## src/rtl/fetch_sequencer.sv

```systemverilog
`timescale 1ns/1ps
// fetch_sequencer
// Instruction-fetch controller: drives the word address into a combinational
// instruction memory, captures {instr, pc} into a small circular fetch queue
// and hands the queue head to decode over a valid/ready handshake.
// Handles start, redirect with queue flush, back-pressure and the stop at the
// last memory word.
module fetch_sequencer #(
  parameter int N     = 32,   // address / instruction width
  parameter int M     = 256,  // instruction memory depth in words, power of two
  parameter int DEPTH = 2     // fetch queue entries, power of two, >= 2
) (
  input  logic         clk,
  input  logic         rst_n,
  input  logic         start,
  output logic [N-1:0] imem_addr,
  input  logic [N-1:0] imem_instr,
  input  logic         redirect_valid,
  input  logic [N-1:0] redirect_pc,
  output logic         out_valid,
  input  logic         out_ready,
  output logic [N-1:0] out_instr,
  output logic [N-1:0] out_pc,
  output logic         busy,
  output logic         done
);

  localparam int AW = $clog2(M);
  localparam int PW = $clog2(DEPTH);
  localparam int CW = PW + 1;

  localparam logic [AW-1:0] LAST_PC    = AW'(M - 1);
  localparam logic [CW-1:0] FULL_COUNT = CW'(DEPTH);

  typedef enum logic [1:0] {
    ST_IDLE = 2'd0,
    ST_RUN  = 2'd1,
    ST_DONE = 2'd2
  } state_t;

  state_t        r_state;
  state_t        w_state_next;

  logic [AW-1:0] r_pc;
  logic [PW-1:0] r_wr_ptr;
  logic [PW-1:0] r_rd_ptr;
  logic [CW-1:0] r_count;
  logic [N-1:0]  r_q_instr [DEPTH];
  logic [AW-1:0] r_q_pc    [DEPTH];

  logic          w_head_valid;
  logic          w_pop;
  logic          w_push;
  logic          w_flush;
  logic          w_start;

  // Only the low AW bits of a redirect target address memory; the rest are
  // deliberately dropped.
  logic          w_unused_rpc_hi;
  assign w_unused_rpc_hi = ^redirect_pc[N-1:AW];

  // Queue and fetch control derived from the current state and inputs.
  // NOTE: every signal written in an always_comb gets a value on every path
  // (here unconditionally); a missing assignment on some path infers a latch.
  always_comb begin
    w_head_valid = (r_count != '0);
    w_pop        = w_head_valid && out_ready;
    // A redirect is ignored in IDLE, so it only flushes in RUN or DONE.
    w_flush      = redirect_valid && (r_state != ST_IDLE);
    w_start      = (r_state == ST_IDLE) && start;
    // Fetch while there is room, or when the head leaves on this same edge.
    // A redirect overrides the fetch: nothing is captured on that edge.
    w_push       = (r_state == ST_RUN) && !redirect_valid &&
                   ((r_count < FULL_COUNT) || w_pop);
  end

  // State register.
  // NOTE: sequential state uses non-blocking assignments so every flop samples
  // the pre-edge values regardless of block evaluation order.
  always_ff @(posedge clk or negedge rst_n) begin
    if (!rst_n) begin
      r_state <= ST_IDLE;
    end else begin
      r_state <= w_state_next;
    end
  end

  // Next-state logic.
  always_comb begin
    w_state_next = r_state;
    case (r_state)
      ST_IDLE: begin
        if (start) begin
          w_state_next = ST_RUN;
        end
      end
      ST_RUN: begin
        // Capturing the last word ends fetching; a redirect keeps RUN and
        // never coincides with a capture.
        if (w_push && (r_pc == LAST_PC)) begin
          w_state_next = ST_DONE;
        end
      end
      ST_DONE: begin
        if (redirect_valid) begin
          w_state_next = ST_RUN;
        end
      end
      default: begin
        w_state_next = ST_IDLE;
      end
    endcase
  end

  // Output decode: status flags, memory address and queue head.
  always_comb begin
    busy      = (r_state == ST_RUN);
    done      = (r_state == ST_DONE);
    imem_addr = N'(r_pc);
    out_valid = w_head_valid;
    out_instr = '0;
    out_pc    = '0;
    if (w_head_valid) begin
      out_instr = r_q_instr[r_rd_ptr];
      out_pc    = N'(r_q_pc[r_rd_ptr]);
    end
  end

  // Program counter: cleared by start, loaded by redirect, advanced by each
  // capture and held at the last word once it has been captured.
  always_ff @(posedge clk or negedge rst_n) begin
    if (!rst_n) begin
      r_pc <= '0;
    end else if (w_start) begin
      r_pc <= '0;
    end else if (w_flush) begin
      r_pc <= redirect_pc[AW-1:0];
    end else if (w_push && (r_pc != LAST_PC)) begin
      r_pc <= r_pc + 1'b1;
    end
  end

  // Queue pointers and occupancy; a flush empties the queue outright even if
  // the head is handed over on the same edge.
  always_ff @(posedge clk or negedge rst_n) begin
    if (!rst_n) begin
      r_wr_ptr <= '0;
      r_rd_ptr <= '0;
      r_count  <= '0;
    end else if (w_flush) begin
      r_wr_ptr <= '0;
      r_rd_ptr <= '0;
      r_count  <= '0;
    end else begin
      if (w_push) begin
        r_wr_ptr <= r_wr_ptr + 1'b1;
      end
      if (w_pop) begin
        r_rd_ptr <= r_rd_ptr + 1'b1;
      end
      case ({w_push, w_pop})
        2'b10:   r_count <= r_count + 1'b1;
        2'b01:   r_count <= r_count - 1'b1;
        default: r_count <= r_count;
      endcase
    end
  end

  // Queue storage: the fetched word and its pc are written at the tail.
  // NOTE: the storage is reset on purpose so the queue contents are known
  // after reset; with only DEPTH small entries these stay plain flops.
  always_ff @(posedge clk or negedge rst_n) begin
    if (!rst_n) begin
      for (int i = 0; i < DEPTH; i++) begin
        r_q_instr[i] <= '0;
        r_q_pc[i]    <= '0;
      end
    end else if (w_push) begin
      r_q_instr[r_wr_ptr] <= imem_instr;
      r_q_pc[r_wr_ptr]    <= r_pc;
    end
  end

endmodule

```

## config.mk

```make
export PLATFORM = sky130hd
export DESIGN_NAME = fetch_sequencer
export DESIGN_NICKNAME = d
export VERILOG_FILES = /design/src/rtl/fetch_sequencer.sv
export SDC_FILE = /design/constraint.sdc
export NUM_CORES = 1
export LEC_CHECK = 0
export BUFFER_PORTS_ARGS = -buffer_cell sky130_fd_sc_hd__buf_2
export CAP_MARGIN = 20
export CORE_MARGIN = 2
export CORE_UTILIZATION = 50
export DETAILED_ROUTE_END_ITERATION = 7
export GPL_ROUTABILITY_DRIVEN = 0
export GPL_TIMING_DRIVEN = 1
export PLACE_DENSITY = 0.83
export SLEW_MARGIN = 20
export SYNTH_ARGS = -nofsm -noshare
export SYNTH_HDL_FRONTEND = slang
export SYNTH_SLANG_ARGS = --single-unit
```

## constraint.sdc

```tcl
create_clock -name clk -period 2.4 [get_ports clk]
set_input_delay 0.36 -clock clk [delete_from_list [all_inputs] [get_ports clk]]
set_output_delay 0.36 -clock clk [all_outputs]
set_load 0.02 [all_outputs]
```

==> metrics.txt <==
status finished clean; average cell area after synthesis ~12 um2; final setup fails 0; DIE WIDTH 101 um; Top FF cell, synth dfrtp_1; Crit Path Max Fanout 16; WP data required between 2 and 2.5 ns; Mapped Cells 403; Layout Skew approximately 0.0097 ns; async set or reset register ratio after synthesis between 90% and 100%; Max stage delay on crit path between 0.4 and 0.5 ns; P&R area growth vs syn 14.6%; cts hold-fix bufs 1; Die Footprint a little over 0.01 mm2; initial antenna violation count 0; DR vias around 3200; FILL cells between 700 and 800; final net count ~570; commonest non-fill, non-tap cell in the layout buf_2; routed len/inst 14.1 um; Fmax ~480 MHz; Rows 35; number of port buffers 95; vias per inst 4.98; Hold Crit Class in -> reg; CP cell instances nor2_4, buf_4, nor2_1, buf_2; R2R setup slack roughly 0.46 ns; Min Hold Slack between 0.2 and 0.25 ns; Synth Cell Area around 0.0047 mm2; Crit-path slowest cell dfrtp_1; first-pass iteration count of the detailed router 4; grt total ovfl 0; Clock Root Buffer clkbuf_8; CTS Sinks 94; area of the multi-input gates about 0.0021 mm2; Setup crit start kind flop; top cells by area, synth dfrtp_1 50%, mux2_2 19%, mux2i_1 8.7%, buf_4 8.2%, nor2_1 3.8%; CTS tree built; DR DRC count 0; Num CTS Buffers 9; post-DP HPWL 6250 um; Internal about 4600 uW; ANT cells 0; Resize count post-CTS 0; Tcrit/Tclk final 87.0%; vias in the first global route approximately 3200; Final ANT Viol Nets 0; starting DRC count in detailed routing 91; first-pass GRT wire length between 10000 and 15000 um; area fraction of the dominant cell type after synthesis 49.6%; flops & latches, synth between 90 and 100; maximum root-to-sink buffer count 2; Fin. Hold Viols 0; clock share of power 13.6%; switch share about two fifths; Gate power share approximately half; Ys Warns 0; clock latency on the worst-skew pair 0.35 ns; Yosys top cell by area dfrtp_1; layout cells sized above 1 roughly two fifths; pin count of the biggest net entering global routing 59; Slew Viols, Final 0; sequential power share a little under two fifths; FF/Latch Area ~0.0024 mm2; total wire length ~8900 um; sequential-to-total area share from yosys stat between 40% and 50%; Post-CTS Setup Bufs 0; Die Span Y 101 um; RSZ-0062 raised after global routing no; Crit. End Element output port; Worst VDD drop between 0.0007 and 0.0008 V; clk slew on worst S/H paths 0.09 ns; effective utilization at floorplan 51.3%; Worst Path Arrival roughly 1.7 ns; WS Path Type reg -> out; Max-Cap Viols 0; fin crit period about 2.1 ns; EDFF count, synth 0; Distinct cells, synth 35; H-tree levels 3; setup TNS 0 ns; I/O pin total ~170; most frequent cells in the layout 94 x buf_2, 93 x dfrtp_1, 80 x mux2_2, 48 x conb_1, 46 x nor2_1; switching pwr 3200 uW; GRT Overall Usage 18.1%; Core Area slightly above 0.009 mm2; pwr/cell area ~1400 mW/mm2; Leak 0.00256 uW
==> worst paths after layout <==
check / depth (start not counted) / from / endpoint
max: 4 / r_count[1] / out_instr[10]
min: 3 / redirect_pc[0] / r_pc[0]
max reg2reg: 5 / r_pc[0] / r_pc[6]
min reg2reg: 1 / r_q_instr[5] / r_q_instr[5]
max in group asynchronous: 3 / rst_n / r_rd_ptr
min in group asynchronous: 2 / rst_n / r_q_instr[45]
==> stage by stage <==
step | utilization [%] | setup WS (ns) | area (um2) | total power (uW) | cells
5_1_grt | 58.8 | 0.143 | 5440 | 8400 | 633
3_5_place_dp | 56.5 | 0.469 | 5220 | 6820 | 616
4_1_cts | 58.8 | 0.267 | 5440 | 7920 | 633
2_1_floorplan | - | 0.635 | 4920 | 5710 | 450
6_report | 58.8 | 0.312 | 5440 | 7820 | 633
3_3_place_gp | 56.5 | 0.564 | 5220 | 6650 | 616
==> worst max-delay path, delay by kind of cell (launching register included) <==
kind          cells  cell delay [ns]
flops             1             0.46
buf+inv           2             0.46
simple gates      2             0.45
==> Yosys cell counts, types with 2 or more instances <==
cell,n
buf_2,8
clkbuf_1,6
nor2_1,48
nand2_1,11
inv_1,7
o211ai_1,2
a21oi_1,4
or4_1,2
nand3_1,3
nor3_1,4
xor2_1,3
o2111ai_1,2
dfrtp_1,94
mux2_2,80
a31oi_1,3
o31ai_1,2
nand2b_1,2
nor2b_1,2
buf_4,52
mux2i_1,41
o21ai_0,13
==> per-layer routing <==
| layer | share of wire [%] | track usage, % | vias up | routed length, um |
|---|---|---|---|---|
| met5 | 0 | 0 | - | 0 |
| met4 | 1.2 | 5.20 | 0 | 107 |
| met3 | 5.1 | 4.49 | 12 | 452 |
| met2 | 50 | 31.4 | 100 | 4480 |
| met1 | 43 | 22.5 | 1563 | 3860 |
| li1 | - | - | 1478 | - |
==> registers in the layout, indices dropped and copies added (netlist names) <==
name and flops:
r_wr_ptr 1, r_q_instr 64, r_rd_ptr 1, r_count 2, r_pc 8, r_state 2, r_q_pc 16
==> cells by family (layout without fill, tap and decap cells) <==
family / after synthesis / count (layout) / share of synthesized area [%]
AOI/OAI and AO/OA: 31 / 31 / 4.20
xor gates and xnor gates: 4 / 4 / 0.739
adders and majority gates: 1 / 1 / 0.264
buffers and inverters: 73 / 127 / 10.1
DFF: 94 / 94 / 49.6
muxes: 121 / 121 / 27.7
other: 1 / 48 / 0.0791
and+or+nand+nor: 78 / 78 / 7.36
==> power by group through the flow <==
stage               logic [uW]  registers, uW  clock network (uW)
floorplan                 2870           2850                   0
global placement          3790           2860                   0
detailed placement        3890           2940                   0
CTS                       3900           2900                1110
global route              4210           3020                1180
finish                    3850           2900                1070
==> cell type report <==
type,count,area share [%]
Timing Repair Buffer,104,10.8
Inverter,7,0.483
Clock inverter,6,1.22
Clock buffer,10,2.53
Tap cell,129,2.97
Multi-Input combinational cell,283,38.7
Sequential cell,94,43.3
No activity file was read; power rests on OpenSTA's default activity.
